`src/rtl/game_step_scheduler.sv`:
```
// game_step_scheduler: frame-paced sequencer for the game-logic block and the
// LED-matrix display driver. It divides the clock down to a frame tick,
// latches button presses between steps, runs one e_act handshake per frame,
// grants the display phase and supervises both handshakes with a watchdog.
//
// state | meaning
// ------+--------------------------------------------------------------
// INIT  | hold game_reset_o for RST_CYC cycles after reset release
// WAIT  | idle, waiting for the next frame tick
// STEP  | e_act_o high with latched up/down, waiting for d_act_i
// DISP  | disp_en_o high, waiting for disp_done_i
module game_step_scheduler #(
  parameter int                DIV_W     = 16,
  parameter logic [DIV_W-1:0]  FRAME_DIV = 16'd50000,
  parameter int                TO_W      = 8,
  parameter logic [TO_W-1:0]   TIMEOUT   = 8'd200,
  parameter int                RST_CYC   = 4
) (
  input  logic        clk_i,
  input  logic        reset_ni,
  input  logic        up_btn_i,
  input  logic        down_btn_i,
  input  logic        d_act_i,
  input  logic        disp_done_i,
  output logic        game_reset_o,
  output logic        e_act_o,
  output logic        up_o,
  output logic        down_o,
  output logic        disp_en_o,
  output logic [15:0] step_cnt_o,
  output logic        overrun_o,
  output logic        timeout_o
);

  localparam int RC_W = $clog2(RST_CYC + 1);

  typedef enum logic [1:0] {
    S_INIT = 2'd0,
    S_WAIT = 2'd1,
    S_STEP = 2'd2,
    S_DISP = 2'd3
  } state_t;

  state_t           state;
  logic [RC_W-1:0]  rst_cnt;
  logic [DIV_W-1:0] div_cnt;
  logic [TO_W-1:0]  wd_cnt;
  logic             tick;
  logic             load;
  logic             up_s1, up_s2, up_s3;
  logic             dn_s1, dn_s2, dn_s3;
  logic             up_rise, dn_rise;
  logic             pend_up, pend_dn;

  assign tick    = (state != S_INIT) && (div_cnt == FRAME_DIV - DIV_W'(1));
  assign load    = (state == S_WAIT) && tick;
  assign up_rise = up_s2 & ~up_s3;
  assign dn_rise = dn_s2 & ~dn_s3;

  // Frame prescaler: free-runs outside INIT, wraps on the tick.
  always_ff @(posedge clk_i) begin
    if (!reset_ni || state == S_INIT) begin
      div_cnt <= '0;
    end else if (tick) begin
      div_cnt <= '0;
    end else begin
      div_cnt <= div_cnt + DIV_W'(1);
    end
  end

  // Button synchronisers plus a third flop for rising-edge detection.
  always_ff @(posedge clk_i) begin
    if (!reset_ni) begin
      {up_s1, up_s2, up_s3} <= 3'b000;
      {dn_s1, dn_s2, dn_s3} <= 3'b000;
    end else begin
      {up_s1, up_s2, up_s3} <= {up_btn_i, up_s1, up_s2};
      {dn_s1, dn_s2, dn_s3} <= {down_btn_i, dn_s1, dn_s2};
    end
  end

  // Pending presses: a new edge wins over the clear at step load.
  always_ff @(posedge clk_i) begin
    if (!reset_ni) begin
      pend_up <= 1'b0;
      pend_dn <= 1'b0;
    end else begin
      if (up_rise)   pend_up <= 1'b1;
      else if (load) pend_up <= 1'b0;
      if (dn_rise)   pend_dn <= 1'b1;
      else if (load) pend_dn <= 1'b0;
    end
  end

  // Scheduler FSM with registered outputs, watchdog and sticky flags.
  always_ff @(posedge clk_i) begin
    if (!reset_ni) begin
      state        <= S_INIT;
      rst_cnt      <= '0;
      wd_cnt       <= '0;
      game_reset_o <= 1'b1;
      e_act_o      <= 1'b0;
      up_o         <= 1'b0;
      down_o       <= 1'b0;
      disp_en_o    <= 1'b0;
      step_cnt_o   <= '0;
      overrun_o    <= 1'b0;
      timeout_o    <= 1'b0;
    end else begin
      // A tick during a busy phase is flagged and dropped, never queued.
      if (tick && (state == S_STEP || state == S_DISP)) overrun_o <= 1'b1;
      case (state)
        S_INIT: begin
          if (rst_cnt == RC_W'(RST_CYC)) begin
            game_reset_o <= 1'b0;
            state        <= S_WAIT;
          end else begin
            rst_cnt <= rst_cnt + RC_W'(1);
          end
        end
        S_WAIT: begin
          if (tick) begin
            e_act_o <= 1'b1;
            // Simultaneous up and down presses cancel each other.
            up_o    <= pend_up & ~pend_dn;
            down_o  <= pend_dn & ~pend_up;
            wd_cnt  <= '0;
            state   <= S_STEP;
          end
        end
        S_STEP: begin
          if (d_act_i) begin
            e_act_o    <= 1'b0;
            up_o       <= 1'b0;
            down_o     <= 1'b0;
            step_cnt_o <= step_cnt_o + 16'd1;
            disp_en_o  <= 1'b1;
            wd_cnt     <= '0;
            state      <= S_DISP;
          end else if (wd_cnt == TIMEOUT - TO_W'(1)) begin
            timeout_o <= 1'b1;
            e_act_o   <= 1'b0;
            up_o      <= 1'b0;
            down_o    <= 1'b0;
            state     <= S_WAIT;
          end else begin
            wd_cnt <= wd_cnt + TO_W'(1);
          end
        end
        S_DISP: begin
          if (disp_done_i) begin
            disp_en_o <= 1'b0;
            state     <= S_WAIT;
          end else if (wd_cnt == TIMEOUT - TO_W'(1)) begin
            timeout_o <= 1'b1;
            disp_en_o <= 1'b0;
            state     <= S_WAIT;
          end else begin
            wd_cnt <= wd_cnt + TO_W'(1);
          end
        end
        default: state <= S_INIT;
      endcase
    end
  end

endmodule
```
`config.mk`:
```
export PLATFORM = sky130hd
export DESIGN_NAME = game_step_scheduler
export DESIGN_NICKNAME = d
export VERILOG_FILES = /design/src/rtl/game_step_scheduler.sv
export SDC_FILE = /design/constraint.sdc
export NUM_CORES = 1
export LEC_CHECK = 0
export ABC_AREA = 1
export BUFFER_PORTS_ARGS = -buffer_cell sky130_fd_sc_hd__buf_2
export CAP_MARGIN = 20
export CORE_MARGIN = 5
export CORE_UTILIZATION = 40
export CTS_CLUSTER_SIZE = 10
export DETAILED_ROUTE_END_ITERATION = 8
export PLACE_DENSITY_LB_ADDON = 0.3
export SLEW_MARGIN = 20
export SYNTH_ARGS = -nofsm -noshare
export SYNTH_HDL_FRONTEND = slang
export SYNTH_SLANG_ARGS = --single-unit
```
`constraint.sdc`:
```
create_clock -name clk_i -period 3.9 [get_ports clk_i]
set_input_delay 0.39 -clock clk_i [delete_from_list [all_inputs] [get_ports clk_i]]
set_output_delay 0.39 -clock clk_i [all_outputs]
set_load 0.005 [all_outputs]
```
==> flow_summary.rst <==
.. list-table::
   :header-rows: 1

   * - Metric
     - Value
   * - Combined buffer and inverter count along the critical path
     - 2
   * - Kind of end point of the critical path
     - flip-flop
   * - Part of the cycle the worst path needs
     - 47.3%
   * - Hold WC Path Type
     - in -> reg
   * - Register area share after synthesis
     - between 40 and 50%
   * - Count of distinct cell types in the synthesized netlist
     - 34
   * - CTS tree
     - yes
   * - Antenna violations before repair
     - 0
   * - Count of H-tree levels built during CTS
     - 3
   * - Remaining routing DRC violations
     - 0
   * - Critical Path Max Stage Delay
     - 400 ps
   * - Highest fanout seen on the critical path
     - 29
   * - Die footprint
     - 8890 um2
   * - Cell area after technology mapping
     - 2840 um2
   * - PortBufs
     - 28
   * - Core area
     - 6870 um2
   * - Pre-CTS setup slack
     - 1650 ps
   * - Worst supply voltage drop on vdd
     - 0.000221 V
   * - Util after Layout
     - 47.7%
   * - Final worst clock skew
     - between 9 and 10 ps
   * - CTS Root Cell
     - sky130_fd_sc_hd__clkbuf_8
   * - Pin count of the biggest net entering global routing
     - 30
   * - TritonCTS Sinks
     - 60
   * - Area fraction of the dominant cell type after synthesis
     - 42.3%
   * - Worst Max-Slew Pin Slew
     - between 500 and 600 ps
   * - Number of gates resized after CTS
     - 0
   * - Worst-path cell chain
     - buf_2 > inv_1 > nor2_1 > nand2_1 > nor3b_1
   * - Hold buffers post-CTS
     - 0
   * - Dominant register cell in the synthesized netlist
     - sky130_fd_sc_hd__dfxtp_1
   * - Final Slew Violations
     - 0
   * - Maximum clock frequency
     - 542 MHz
   * - Relative slew slack
     - 62.8%
   * - Via-per-instance ratio
     - 4.76
   * - Delay-heaviest family, CP
     - simple AND/OR/NAND/NOR gates
   * - Number of nets with antenna violations after detailed routing
     - 0
   * - Required time of the critical path
     - 4150 ps
   * - Final worst hold slack
     - 224 ps
   * - Number of filler instances in the final layout
     - 698
   * - Number of vias in the routed layout
     - between 2,000 and 3,000
   * - Layout Nets
     - 444
   * - Residual overflow from global routing
     - 0
   * - Most used standard cells in the synthesized netlist
     - 84 x sky130_fd_sc_hd__nand2_1, 60 x sky130_fd_sc_hd__dfxtp_1, 56 x sky130_fd_sc_hd__nor2_1
   * - Global-route usage over all layers
     - 14.8%
   * - Vias in the first global route
     - 2,384
   * - Relative area change from synthesis to final layout
     - 15.3%
   * - First-pass detailed-route iteration total
     - 5
   * - Arrival time worst endpoint
     - 2100 ps
   * - EDFF count, synth
     - 0
   * - Clock latency at the later pin of the worst-skew pair
     - 350 ps
   * - Cell count after synthesis
     - 401
   * - Effective utilization at floorplan
     - 41.4%
   * - Count of endpoints failing setup in the final report
     - 0
   * - Leakage
     - 0.00137 uW
   * - Synthesis-stage register bit count
     - 60
   * - Biggest area contributors in the synthesized netlist
     - sky130_fd_sc_hd__dfxtp_1 42%, sky130_fd_sc_hd__nand2_1 11%, sky130_fd_sc_hd__nor2_1 7.4%
   * - Synthesized Nets
     - 412
   * - Power per unit of standard cell area
     - roughly 500 nW/um2
   * - Yosys top cell by area
     - sky130_fd_sc_hd__dfxtp_1
   * - Post-CTS setup buffer count
     - 0
   * - Crit Path Class
     - in -> reg
   * - Most used standard cell by instance count after synthesis
     - sky130_fd_sc_hd__nand2_1
   * - Status
     - finished, final reports clean
   * - Violation count after the first detailed-route iteration
     - 142
   * - Post-route setup slack
     - a little over 2000 ps
   * - Setup repair after global routing missed its margin
     - no
   * - Critical Path Source Type
     - input pin
   * - Syn_area_per_cell
     - ~7 um2
   * - Cell at the slowest stage of the critical path
     - sky130_fd_sc_hd__inv_1
   * - HPWL after detailed placement
     - 4160 um
   * - Final Hold Fails
     - 0
   * - I/O pin count
     - 29
   * - Vertical extent of the die
     - between 90 and 100 um
   * - Share of flip-flops with an asynchronous set or reset after synthesis
     - 0%
   * - Share of post-route cells with drive strength above 1
     - 15.1%
   * - Clock-pin slew on the worst setup and hold paths
     - around 70 ps
   * - Post-layout minimum cycle time
     - between 1500 and 2000 ps
   * - PnR Total Power
     - about 1600 uW
   * - Wire per inst
     - about 11 um
   * - Inserted Diodes
     - 0
   * - Final routed wirelength across all metal layers
     - 5720 um
   * - Maximum Capacitance Violations
     - 0
   * - Chip Width
     - 94.3 um
   * - Number of warnings issued by yosys
     - 0
   * - CTS Buf Count
     - 9
   * - Wire length of the first global-routing pass
     - 10,400 um
   * - Buffer levels on the longest clock path
     - 2
   * - Last weighted congestion value of the routability-driven placer
     - 0.846
   * - Total negative slack for setup checks
     - 0 ps
   * - FP Rows
     - 30
## per-stage QoR
stage                     area (um2)  std cells
after floorplan                 2840        401
after global placement          3060        518
after detailed placement        3060        518
after CTS                       3280        534
after global routing            3280        534
final                           3280        534
## per-layer routing
layer | wire (um) | global-route usage [%] | vias to the layer above
met5 | 0 | 0 | -
met2 | 2710 | 25.0 | 39
met4 | 103 | 6.26 | 0
met3 | 234 | 5.05 | 9
li1 | - | - | 1347
met1 | 2680 | 16.9 | 1146
## cell type report
| class | count | area, um2 | area share, % |
|---|---|---|---|
| well taps | 96 | 120 | 3.67 |
| repair buffers | 28 | 140 | 4.28 |
| clock inverters | 6 | 88.8 | 2.71 |
| clock buffers | 10 | 128 | 3.89 |
| multi-input cells | 277 | 1390 | 42.3 |
| flip-flops and latches | 60 | 1200 | 36.7 |
| inverters | 57 | 214 | 6.53 |
## power breakdown
part | internal (uW) | switching, uW
Sequential | 666 | 49.6
Combinational | 102 | 213
Clock | 359 | 252
Total | 1130 | 514
## cell usage in the layout, fill, tap and decap left out, types with 9 or more instances in the layout
master	instances
sky130_fd_sc_hd__nand2_1	84
sky130_fd_sc_hd__dfxtp_1	60
sky130_fd_sc_hd__nor2_1	56
sky130_fd_sc_hd__inv_1	52
sky130_fd_sc_hd__buf_2	28
sky130_fd_sc_hd__nand3_1	27
sky130_fd_sc_hd__a21oi_1	26
sky130_fd_sc_hd__o21ai_0	20
sky130_fd_sc_hd__nor3_1	10
sky130_fd_sc_hd__clkbuf_8	9
## kinds of logic after synthesis
group,synth area share [%]
AND/OR/NAND/NOR,33.1
buffers and inverters,9.02
AO/OA/AOI/OAI,11.3
flip-flops,42.3
XOR/XNOR,2.16
adder cells (fa/ha/maj),2.20
## final timing paths
kind | startpoint | to | slack [ps] | cells after the start
max | reset_ni | div_cnt[2] | 2050 | 5
min | up_btn_i | up_s1 | 220 | 3
max reg2reg | div_cnt[0] | div_cnt[11] | 2180 | 6
min reg2reg | up_s3 | pend_up | 410 | 1
## registers in the layout (all words and copies together) (netlist names)
signal and cells:
down_o 1, step_cnt_o 16, dn_s3 1, pend_up 1, rst_cnt 3, e_act_o 1, timeout_o 1, up_s2 1
overrun_o 1, up_s1 1, div_cnt 16, up_s3 1, up_o 1, pend_dn 1, dn_s2 1, disp_en_o 1
game_reset_o 1, wd_cnt 8, state 2, dn_s1 1
## worst register-to-register path, stage by stage (launching register included)
cell                      delay (ps)
sky130_fd_sc_hd__dfxtp_1         350
sky130_fd_sc_hd__ha_1            190
sky130_fd_sc_hd__nand3_1         140
sky130_fd_sc_hd__nor2_2          200
sky130_fd_sc_hd__nand3_1         170
sky130_fd_sc_hd__nand2_1         430
sky130_fd_sc_hd__nor3_1          120
Note: power is estimated with default switching activity, not from simulation.
